<file path="src/rtl/csr_pkg.sv">
// Shared CSR definitions: addresses, field positions, funct3 codes, sleep FSM states.
// Also holds the read-modify-write helper used by the CSR file.
package csr_pkg;

  localparam logic [11:0] CSR_MSTATUS  = 12'h300;
  localparam logic [11:0] CSR_MIE      = 12'h304;
  localparam logic [11:0] CSR_MTVEC    = 12'h305;
  localparam logic [11:0] CSR_MEPC     = 12'h341;
  localparam logic [11:0] CSR_MIP      = 12'h344;
  localparam logic [11:0] CSR_CYCLE    = 12'hC00;
  localparam logic [11:0] CSR_CYCLEH   = 12'hC80;
  localparam logic [11:0] CSR_INSTRET  = 12'hC02;
  localparam logic [11:0] CSR_INSTRETH = 12'hC82;

  localparam int MSTATUS_MIE    = 3;
  localparam int MSTATUS_MPIE   = 7;
  localparam int MSTATUS_MPP_LO = 11;
  localparam int MSTATUS_MPP_HI = 12;
  localparam int MIP_MTIP       = 7;
  localparam int MIP_MEIP       = 11;

  localparam logic [31:0] MEPC_MASK = 32'hFFFF_FFFC;

  localparam logic [2:0] F3_RW  = 3'b001;
  localparam logic [2:0] F3_RS  = 3'b010;
  localparam logic [2:0] F3_RC  = 3'b011;
  localparam logic [2:0] F3_RWI = 3'b101;
  localparam logic [2:0] F3_RSI = 3'b110;
  localparam logic [2:0] F3_RCI = 3'b111;

  typedef enum logic {
    ST_RUN   = 1'b0,
    ST_SLEEP = 1'b1
  } state_e;

  function automatic logic [31:0] csr_apply(input logic [2:0]  op,
                                            input logic [31:0] old_v,
                                            input logic [31:0] wd);
    case (op)
      F3_RW, F3_RWI: csr_apply = wd;
      F3_RS, F3_RSI: csr_apply = old_v | wd;
      F3_RC, F3_RCI: csr_apply = old_v & ~wd;
      default:       csr_apply = old_v;
    endcase
  endfunction

endpackage

</file>
<file path="src/rtl/csr_irq_ctrl_if.sv">
// Core-to-CSR/interrupt-controller signal bundle.
// slave is the controller's view, master is the pipeline's view.
interface csr_irq_ctrl_if;
  logic        stall;
  logic        csr_en;
  logic [2:0]  csr_op;
  logic [11:0] csr_addr;
  logic [31:0] csr_wdata;
  logic [31:0] csr_rdata;
  logic [31:0] trap_pc;
  logic        is_mret;
  logic        is_wfi_inst;
  logic        inst_retire;
  logic        ext_irq;
  logic        timer_irq;
  logic        interrupt;
  logic        interrupt_re;
  logic        isWFI;
  logic [31:0] mtvec;
  logic [31:0] mepc;

  modport slave (
    input  stall, csr_en, csr_op, csr_addr, csr_wdata, trap_pc,
           is_mret, is_wfi_inst, inst_retire, ext_irq, timer_irq,
    output csr_rdata, interrupt, interrupt_re, isWFI, mtvec, mepc
  );

  modport master (
    output stall, csr_en, csr_op, csr_addr, csr_wdata, trap_pc,
           is_mret, is_wfi_inst, inst_retire, ext_irq, timer_irq,
    input  csr_rdata, interrupt, interrupt_re, isWFI, mtvec, mepc
  );
endinterface

</file>
<file path="src/rtl/csr_counter64.sv">
// 64-bit free-running counter with enable; wraps to zero after all-ones.
// Count visible one cycle after the enabled edge.
module csr_counter64 (
  input  logic        clk,
  input  logic        rst,
  input  logic        i_en,
  output logic [63:0] o_count
);

  logic [63:0] r_count;

  always_ff @(posedge clk or posedge rst) begin
    if (rst) begin
      r_count <= 64'd0;
    end else if (i_en) begin
      r_count <= r_count + 64'd1;
    end
  end

  assign o_count = r_count;

endmodule

</file>
<file path="src/rtl/csr_irq_ctrl.sv">
// Machine-mode CSR file with interrupt/MRET/WFI sequencing; reads and trap decision are combinational.
// stall freezes all architectural updates except mip sampling and mcycle.
module csr_irq_ctrl
  import csr_pkg::*;
#(
  parameter logic [31:0] MTVEC_BASE = 32'h0001_0000
) (
  input logic           clk,
  input logic           rst,
  csr_irq_ctrl_if.slave bus
);

  logic        r_mie;
  logic        r_mpie;
  logic        r_meie;
  logic        r_mtie;
  logic        r_meip;
  logic        r_mtip;
  logic [31:0] r_mepc;
  logic [31:0] r_wfi_pc;
  state_e      r_state;
  state_e      w_state_nxt;

  logic [63:0] w_mcycle;
  logic [63:0] w_minstret;
  logic [31:0] w_rdata;
  logic [31:0] w_wval;
  logic        w_pending;
  logic        w_irq;
  logic        w_mret;
  logic        w_csr_wr;
  logic        w_wfi_enter;
  logic        w_iswfi;

  assign w_pending = (r_meip & r_meie) | (r_mtip & r_mtie);
  assign w_irq     = r_mie & w_pending & ~bus.stall;
  assign w_mret    = bus.is_mret & ~bus.stall & ~w_irq;

  // Set/clear forms with a zero operand are pure reads and must not write.
  assign w_csr_wr  = bus.csr_en & ~bus.stall & ~w_irq &
                     ((bus.csr_op[1:0] == 2'b01) |
                      (bus.csr_op[1] & (bus.csr_wdata != 32'd0)));
  assign w_wval    = csr_apply(bus.csr_op, w_rdata, bus.csr_wdata);

  always_comb begin
    w_rdata = 32'd0;
    case (bus.csr_addr)
      CSR_MSTATUS: begin
        w_rdata[MSTATUS_MIE]                   = r_mie;
        w_rdata[MSTATUS_MPIE]                  = r_mpie;
        w_rdata[MSTATUS_MPP_HI:MSTATUS_MPP_LO] = 2'b11;
      end
      CSR_MIE: begin
        w_rdata[MIP_MEIP] = r_meie;
        w_rdata[MIP_MTIP] = r_mtie;
      end
      CSR_MTVEC:    w_rdata = MTVEC_BASE;
      CSR_MEPC:     w_rdata = r_mepc;
      CSR_MIP: begin
        w_rdata[MIP_MEIP] = r_meip;
        w_rdata[MIP_MTIP] = r_mtip;
      end
      CSR_CYCLE:    w_rdata = w_mcycle[31:0];
      CSR_CYCLEH:   w_rdata = w_mcycle[63:32];
      CSR_INSTRET:  w_rdata = w_minstret[31:0];
      CSR_INSTRETH: w_rdata = w_minstret[63:32];
      default:      w_rdata = 32'd0;
    endcase
  end

  always_ff @(posedge clk or posedge rst) begin
    if (rst) begin
      r_state <= ST_RUN;
    end else begin
      r_state <= w_state_nxt;
    end
  end

  // Wake on any enabled pending source even with MIE clear; the core then resumes after the WFI.
  always_comb begin
    w_state_nxt = r_state;
    case (r_state)
      ST_RUN:   if (bus.is_wfi_inst && !bus.stall && !w_pending) w_state_nxt = ST_SLEEP;
      ST_SLEEP: if (w_pending) w_state_nxt = ST_RUN;
      default:  w_state_nxt = ST_RUN;
    endcase
  end

  always_comb begin
    w_iswfi     = (r_state == ST_SLEEP);
    w_wfi_enter = (r_state == ST_RUN) && (w_state_nxt == ST_SLEEP);
  end

  always_ff @(posedge clk or posedge rst) begin
    if (rst) begin
      r_mie    <= 1'b0;
      r_mpie   <= 1'b0;
      r_meie   <= 1'b0;
      r_mtie   <= 1'b0;
      r_meip   <= 1'b0;
      r_mtip   <= 1'b0;
      r_mepc   <= 32'd0;
      r_wfi_pc <= 32'd0;
    end else begin
      r_meip <= bus.ext_irq;
      r_mtip <= bus.timer_irq;
      if (w_irq) begin
        r_mepc <= ((r_state == ST_SLEEP) ? (r_wfi_pc + 32'd4) : bus.trap_pc) & MEPC_MASK;
        r_mpie <= r_mie;
        r_mie  <= 1'b0;
      end else begin
        if (w_mret) begin
          r_mie  <= r_mpie;
          r_mpie <= 1'b1;
        end else if (w_csr_wr && (bus.csr_addr == CSR_MSTATUS)) begin
          r_mie  <= w_wval[MSTATUS_MIE];
          r_mpie <= w_wval[MSTATUS_MPIE];
        end
        if (w_csr_wr && (bus.csr_addr == CSR_MEPC)) begin
          r_mepc <= w_wval & MEPC_MASK;
        end
      end
      if (w_csr_wr && (bus.csr_addr == CSR_MIE)) begin
        r_meie <= w_wval[MIP_MEIP];
        r_mtie <= w_wval[MIP_MTIP];
      end
      if (w_wfi_enter) begin
        r_wfi_pc <= bus.trap_pc;
      end
    end
  end

  csr_counter64 u_mcycle (
    .clk     (clk),
    .rst     (rst),
    .i_en    (1'b1),
    .o_count (w_mcycle)
  );

  csr_counter64 u_minstret (
    .clk     (clk),
    .rst     (rst),
    .i_en    (bus.inst_retire & ~bus.stall),
    .o_count (w_minstret)
  );

  assign bus.csr_rdata    = w_rdata;
  assign bus.interrupt    = w_irq;
  assign bus.interrupt_re = w_mret;
  assign bus.isWFI        = w_iswfi;
  assign bus.mtvec        = MTVEC_BASE;
  assign bus.mepc         = r_mepc;

endmodule
</file>
<file path="src/flat_wrapper.sv">
// flat-port wrapper written by rule: the top's interface ports become plain ports
module csr_irq_ctrl_flat import csr_pkg::*;
#(
  parameter logic [31:0] MTVEC_BASE = 32'h0001_0000
)
  (clk, rst, bus_stall, bus_csr_en, bus_csr_op, bus_csr_addr, bus_csr_wdata, bus_trap_pc, bus_is_mret, bus_is_wfi_inst, bus_inst_retire, bus_ext_irq, bus_timer_irq, bus_csr_rdata, bus_interrupt, bus_interrupt_re, bus_isWFI, bus_mtvec, bus_mepc);
  csr_irq_ctrl_if bus_i ();
  input logic clk;
  input logic rst;
  input wire logic [$bits(bus_i.stall)-1:0] bus_stall;
  input wire logic [$bits(bus_i.csr_en)-1:0] bus_csr_en;
  input wire logic [$bits(bus_i.csr_op)-1:0] bus_csr_op;
  input wire logic [$bits(bus_i.csr_addr)-1:0] bus_csr_addr;
  input wire logic [$bits(bus_i.csr_wdata)-1:0] bus_csr_wdata;
  input wire logic [$bits(bus_i.trap_pc)-1:0] bus_trap_pc;
  input wire logic [$bits(bus_i.is_mret)-1:0] bus_is_mret;
  input wire logic [$bits(bus_i.is_wfi_inst)-1:0] bus_is_wfi_inst;
  input wire logic [$bits(bus_i.inst_retire)-1:0] bus_inst_retire;
  input wire logic [$bits(bus_i.ext_irq)-1:0] bus_ext_irq;
  input wire logic [$bits(bus_i.timer_irq)-1:0] bus_timer_irq;
  output wire logic [$bits(bus_i.csr_rdata)-1:0] bus_csr_rdata;
  output wire logic [$bits(bus_i.interrupt)-1:0] bus_interrupt;
  output wire logic [$bits(bus_i.interrupt_re)-1:0] bus_interrupt_re;
  output wire logic [$bits(bus_i.isWFI)-1:0] bus_isWFI;
  output wire logic [$bits(bus_i.mtvec)-1:0] bus_mtvec;
  output wire logic [$bits(bus_i.mepc)-1:0] bus_mepc;
  assign bus_i.stall = bus_stall;
  assign bus_i.csr_en = bus_csr_en;
  assign bus_i.csr_op = bus_csr_op;
  assign bus_i.csr_addr = bus_csr_addr;
  assign bus_i.csr_wdata = bus_csr_wdata;
  assign bus_i.trap_pc = bus_trap_pc;
  assign bus_i.is_mret = bus_is_mret;
  assign bus_i.is_wfi_inst = bus_is_wfi_inst;
  assign bus_i.inst_retire = bus_inst_retire;
  assign bus_i.ext_irq = bus_ext_irq;
  assign bus_i.timer_irq = bus_timer_irq;
  assign bus_csr_rdata = bus_i.csr_rdata;
  assign bus_interrupt = bus_i.interrupt;
  assign bus_interrupt_re = bus_i.interrupt_re;
  assign bus_isWFI = bus_i.isWFI;
  assign bus_mtvec = bus_i.mtvec;
  assign bus_mepc = bus_i.mepc;
  csr_irq_ctrl #(.MTVEC_BASE(MTVEC_BASE)) u_core (.clk(clk), .rst(rst), .bus(bus_i));
endmodule
</file>
<file path="config.mk">
export PLATFORM = sky130hd
export DESIGN_NAME = csr_irq_ctrl_flat
export DESIGN_NICKNAME = d
export VERILOG_FILES = /design/src/rtl/csr_pkg.sv /design/src/rtl/csr_irq_ctrl_if.sv /design/src/rtl/csr_counter64.sv /design/src/rtl/csr_irq_ctrl.sv /design/src/flat_wrapper.sv
export SDC_FILE = /design/constraint.sdc
export NUM_CORES = 1
export LEC_CHECK = 0
export BUFFER_PORTS_ARGS = -buffer_cell sky130_fd_sc_hd__buf_2
export CAP_MARGIN = 20
export CORE_MARGIN = 2
export CORE_UTILIZATION = 62
export DETAILED_ROUTE_END_ITERATION = 6
export PLACE_DENSITY_LB_ADDON = 0.12
export SYNTH_ARGS = -nofsm -noshare
export SYNTH_HDL_FRONTEND = slang
export SYNTH_SLANG_ARGS = --single-unit
</file>
<file path="constraint.sdc">
create_clock -name clk -period 13.3 [get_ports clk]
set_input_delay 1.33 -clock clk [delete_from_list [all_inputs] [get_ports clk]]
set_output_delay 1.33 -clock clk [all_outputs]
set_load 0.03 [all_outputs]
</file>
# Word-level counts from Yosys, hierarchy flattened
# Index checks and enable logic that the tools add are counted.
[totals]
register_bits = 199
input_bits = 88
out_inout_bits = 99
word_cells = 84
[op_classes]
addsub = 3
eq_ne = 16
n_mux = 21
n_bitwise = 19
n_reduce_logical = 14
[ops]
columns = ["cell", "n"]
rows = [
  ["64-bit by 1-bit adder with 64-bit output (second input constant)", 2],
  ["19-bit one-hot mux with 6 select lines", 1],
  ["32-bit 2-to-1 mux", 3],
  ["32-bit one-hot mux with 3 select lines", 1],
  ["12-bit by 10-bit equality test with 1-bit output (second input constant)", 5],
  ["12-bit equality test (second input constant)", 4],
  ["3-bit one-hot mux with 5 select lines", 3],
  ["32-bit by 3-bit adder with 32-bit output (second input constant)", 1],
  ["32-bit bitwise AND", 1],
  ["32-bit inverter", 1],
  ["32-bit bitwise OR", 1],
  ["32-bit nonzero test", 1],
  ["1-bit one-hot mux with 8 select lines", 2],
  ["1-bit one-hot mux with 6 select lines", 2],
  ["1-bit bitwise AND", 11],
  ["3-bit equality test (second input constant)", 3],
  ["1-bit 2-to-1 mux", 8],
  ["3-bit by 2-bit equality test with 1-bit output (second input constant)", 2],
  ["1-bit logical AND", 6],
  ["2-bit OR reduction", 3],
  ["3-bit by 1-bit equality test with 1-bit output (second input constant)", 1],
  ["1-bit inverter", 3],
  ["3-bit nonzero test", 1],
  ["2-bit by 1-bit equality test with 1-bit output (second input constant)", 1],
  ["other kinds (4)", 6],
]

# Depth between registers and ports, before layout
[logic_depth]
ltp_word = 11
depth_mapped = 10
ltp_nobuf = 7

# Hierarchy
# Synthesis repeated with hierarchy kept, for this count alone.
[unflattened]
hier_cells = 1173
area_unflattened_um2 = 11954.0
[by_module_without_submodules]
columns = ["mod", "instances", "cells_each", "area_each_um2", "seq_area_each_um2"]
rows = [
  ["csr_irq_ctrl", 1, 645, 5890.6, 1676.6],
  ["csr_counter64 (u_core.u_mcycle)", 1, 273, 3079.2, 1601.5],
  ["csr_counter64 (u_core.u_minstret)", 1, 255, 2984.1, 1601.5],
]

# Least setup slack after synthesis
# Ideal clock, no wire load.
[synth_timing]
path_kind = "input to output"
from = "input bus_csr_addr[6]"
to = "output bus_csr_rdata[0]"
arrival_time_ps = 3143
required_time_ps = 11970
path_slack_ps = 8827
path_stages = 8
n_path_buf = 4
cell_sequence = "buf_6 > or3_4 > buf_6 > nor4_4 > buf_6 > buf_4 > a221oi_1 > nor2_1"
[synth_between]
elab_chain_cells = 2
elab_cells_between_ends = 6
cone_classes = "eq/ne: 5; mux: 1"
[synth_rtl]
columns = ["element", "line", "source"]
rows = [
  ["start: declaration", "flat_wrapper.sv:13", "input wire logic [$bits(bus_i.csr_addr)-1:0] bus_csr_addr;"],
  ["12-bit equality test / 12-bit by 10-bit equality test with 1-bit output (equally long branches)", "csr_irq_ctrl.sv:47", "case (bus.csr_addr)"],
  ["3-bit one-hot mux with 5 select lines *", "csr_irq_ctrl.sv:47", ""],
  ["end: declaration", "flat_wrapper.sv:21", "output wire logic [$bits(bus_i.csr_rdata)-1:0] bus_csr_rdata;"],
]
# Every way passes the cells marked *; elsewhere a longest branch is shown, timed or not.

# Worst setup path in the final report
[layout_timing]
from = "input bus_csr_addr[1]"
to = "output bus_csr_rdata[2]"
# Same word-level chain as after synthesis.

==> impl_metrics.ini <==
[layout]
utilization = 0.7092
drive_above_1_share = 0.2009
final_common_cell = dfrtp_1
finalNonFillerCells = 1641
fillers = 1434
final_cell_mix = dfrtp_1 (194), buf_2 (149), nand2_1 (127)
area_growth_syn_to_layout_pct = 11.40
nNetsFinal = 1457

[worst_setup_path]
worstPathRequired_ps = 11970
worstReg2RegStart = u_core.r_meie$_DFFE_PP0P_
max_stage_delay_ps = 760
crit_fanout = 60
path_cells = buf_2, buf_4, nand4bb_1, nor4b_4, buf_4, a222oi_1, inv_1, buf_2
cp_num_cells = 8
r2r-end = u_core.bus.mepc[11]$_DFFE_PP0P_
cp-start-kind = input pin
cp-end-kind = output port
cp-endpoint = bus_csr_rdata[2]
critPathBufInv = 5
crit_start = bus_csr_addr[1]
slowest_stage = a222oi_1
worstSetupPathType = input pin to output port
critPathArrivalTime_ps = 3900
critical_path.top_delay_family = buffers and inverters
reg2reg_slack_ps = 10390
rr_worst_depth = 7

[drt]
firstDrtPassIters = 7
ant_nets = 0
drt_first_iter_violations = 1306
routed_wl_um = 36460
vias_per_cell = 6.481
drc = 0
wire_per_inst_um = 22.22
vias = 10640

[place]
dp_hpwl_um = 27020
dpl_worst_slack_ps = 8139
gp_congestion = 0.9668
port_buffers = 149
dp_cells = 1607

[sta]
min_period_over_period = 0.3930
fmax_mhz = 191.3
setup_violations = 0
drv_slew = 0
finClkSkew_ps = 12.68
hold_viol_final = 0
fin_ws_ps = 8072
fin_crit_ps = 5228
fin_tns_setup_ps = 0
rsz0062_at_grt = false
tightest_slew_ps = 1022
relSlewSlack = 0.3126

[clocking]
cts.sinks = 195
clkTransAtPathRegs_ps = 80
clockBufferDepth = 2
cts_tree = built
cts_root_buf = clkbuf_16
holdBufCountCts = 0
post_cts_buffers = 0
cts_made_buffers = 17
clk_latency_ps = 450
cts_resized = 0
htree_levels = 4

[logic_synthesis]
ys.flop_type = dfrtp_1
yosysSeqAreaShare = 0.4070
synth_area_leaders = dfrtp_1 (41%), xnor2_1 (8.1%), mux2_2 (4.6%), nand2_1 (4.0%), xor2_1 (3.9%)
yosysTopAreaCell = dfrtp_1
synth_edf_count = 0
async_flop_share = 1.000
syn_area_um2 = 11990
avgSynthCellArea_um2 = 9.614
synth_seq_cells = 195
netlist_instances = 1247
yosys.area.top_type_share = 0.4070
yosys_warnings = 0
synth_cell_types = 81

[power_and_ir_drop]
ir_worst_vdd_uv = 89.56
p_leak_nw = 5.960
p_per_area_nw_per_um2 = 119.6

[hold_path]
worstHoldPathType = flop to flop
min_from = u_core.u_mcycle.o_count[41]$_DFF_PP0_

[die]
rows = 50
die_h_um = 143.1
io_pins = 187
dieArea_um2 = 20460
die_x_um = 143.1
core_um2 = 18830
start_util = 0.6367

[grt]
grt_max_degree = 119
grt_pass1_wl_um = 55800
grt_pass1_vias = 9819
overflow = 0
grt_antenna_before_repair = 2
grt_usage = 0.3593

[job]
drv_cap = 0

[run_status]
status = finished clean
==> area by class of cell <==
class	instances	area, µm²	share of cell area
multi-input cells	956	6560	0.4912
flip-flops and latches	195	4881	0.3655
repair buffers	159	820.8	0.06146
clock buffers	18	429.2	0.03213
well taps	260	325.3	0.02436
clock inverters	14	187.7	0.01405
inverters	37	146.4	0.01096
diodes	2	5.005	0.0003747
==> per-layer routing <==
| layer | up-vias | part of all wire | GRT usage |
|---|---|---|---|
| met5 | - | 0 | 0 |
| met4 | 0 | 0.026 | 0.1089 |
| met3 | 66 | 0.10 | 0.08920 |
| met2 | 606 | 0.45 | 0.5291 |
| met1 | 5229 | 0.41 | 0.5247 |
| li1 | 4734 | - | - |
==> registers in the layout (all words and copies together) (netlist names), 30 cells and up <==
name and flops:
u_core.u_mcycle.o_count 64, u_core.u_minstret.o_count 64, u_core.bus.mepc 30, u_core.r_wfi_pc 30
==> synth_stat cells, types with 5 or more instances <==
| library cell | n |
|---|---|
| xnor2_1 | 111 |
| nand4_1 | 47 |
| o211ai_1 | 5 |
| nor2_1 | 66 |
| nand3_1 | 79 |
| buf_4 | 38 |
| mux2i_1 | 13 |
| mux2_2 | 49 |
| o21ai_1 | 12 |
| a22oi_1 | 5 |
| buf_2 | 17 |
| xor2_1 | 53 |
| nor3_2 | 5 |
| a31oi_1 | 7 |
| nor4_4 | 6 |
| inv_1 | 36 |
| o21ai_0 | 21 |
| and3_1 | 20 |
| and4_1 | 20 |
| mux2_1 | 8 |
| mux4_2 | 5 |
| clkbuf_1 | 30 |
| a21o_1 | 7 |
| a211oi_1 | 11 |
| a222oi_1 | 20 |
| nor2b_1 | 5 |
| nor4_1 | 22 |
| o22ai_1 | 11 |
| dfrtp_1 | 195 |
| a21oi_1 | 40 |
| nor3_1 | 37 |
| a221oi_1 | 7 |
| nand2_1 | 127 |
| or3_1 | 16 |
| and2_1 | 12 |
==> power breakdown <==
group          switching (mW)  internal, mW
clock network           0.262         0.288
logic                   0.194         0.113
registers              0.0870         0.653
total                   0.544          1.05
==> cell families (layout without fill, tap and decap cells) <==
logic type / after synthesis / after routing / synth area share
buf+inv: 128 / 228 / 0.05625
fa+ha+maj: 3 / 3 / 0.003131
xor+xnor: 164 / 164 / 0.1198
other cells: 2 / 36 / 0.0006264
simple gates: 490 / 490 / 0.2266
mux: 75 / 75 / 0.07378
flops: 195 / 195 / 0.4070
compound gates: 190 / 190 / 0.1128
==> through the flow <==
step	hold WS [ps]	power, mW	cell area (µm²)
3_3_place_gp	457.6	1.042	12730
3_5_place_dp	468.0	1.051	12730
5_1_grt	501.5	1.655	13360
6_report	478.4	1.597	13360
2_1_floorplan	437.0	0.9426	12110
4_1_cts	482.2	1.592	13350
==> worst min-delay path by stage <==
| stage | endpoint | slack [ps] | cells after the start |
|---|---|---|---|
| 3_5_place_dp | u_core.u_mcycle.o_count[41]$_DFF_PP0_ | 470 | 1 |
| 5_1_grt | u_core.u_minstret.o_count[63]$_DFFE_PP0P_ | 500 | 1 |
| 6_report | u_core.u_mcycle.o_count[41]$_DFF_PP0_ | 480 | 1 |
| 3_3_place_gp | u_core.u_minstret.o_count[63]$_DFFE_PP0P_ | 460 | 1 |
| 2_1_floorplan | u_core.u_mcycle.o_count[63]$_DFF_PP0_ | 440 | 1 |
| 4_1_cts | u_core.u_mcycle.o_count[41]$_DFF_PP0_ | 480 | 1 |
==> worst register-to-register path: cells and delay by family (launching register included) <==
kind | cells | cell delay [ps]
flip-flops | 1 | 410
AND/OR/NAND/NOR | 1 | 110
buffers and inverters | 2 | 920
AO/OA/AOI/OAI | 4 | 1410
(Power assumes the default switching activity.)
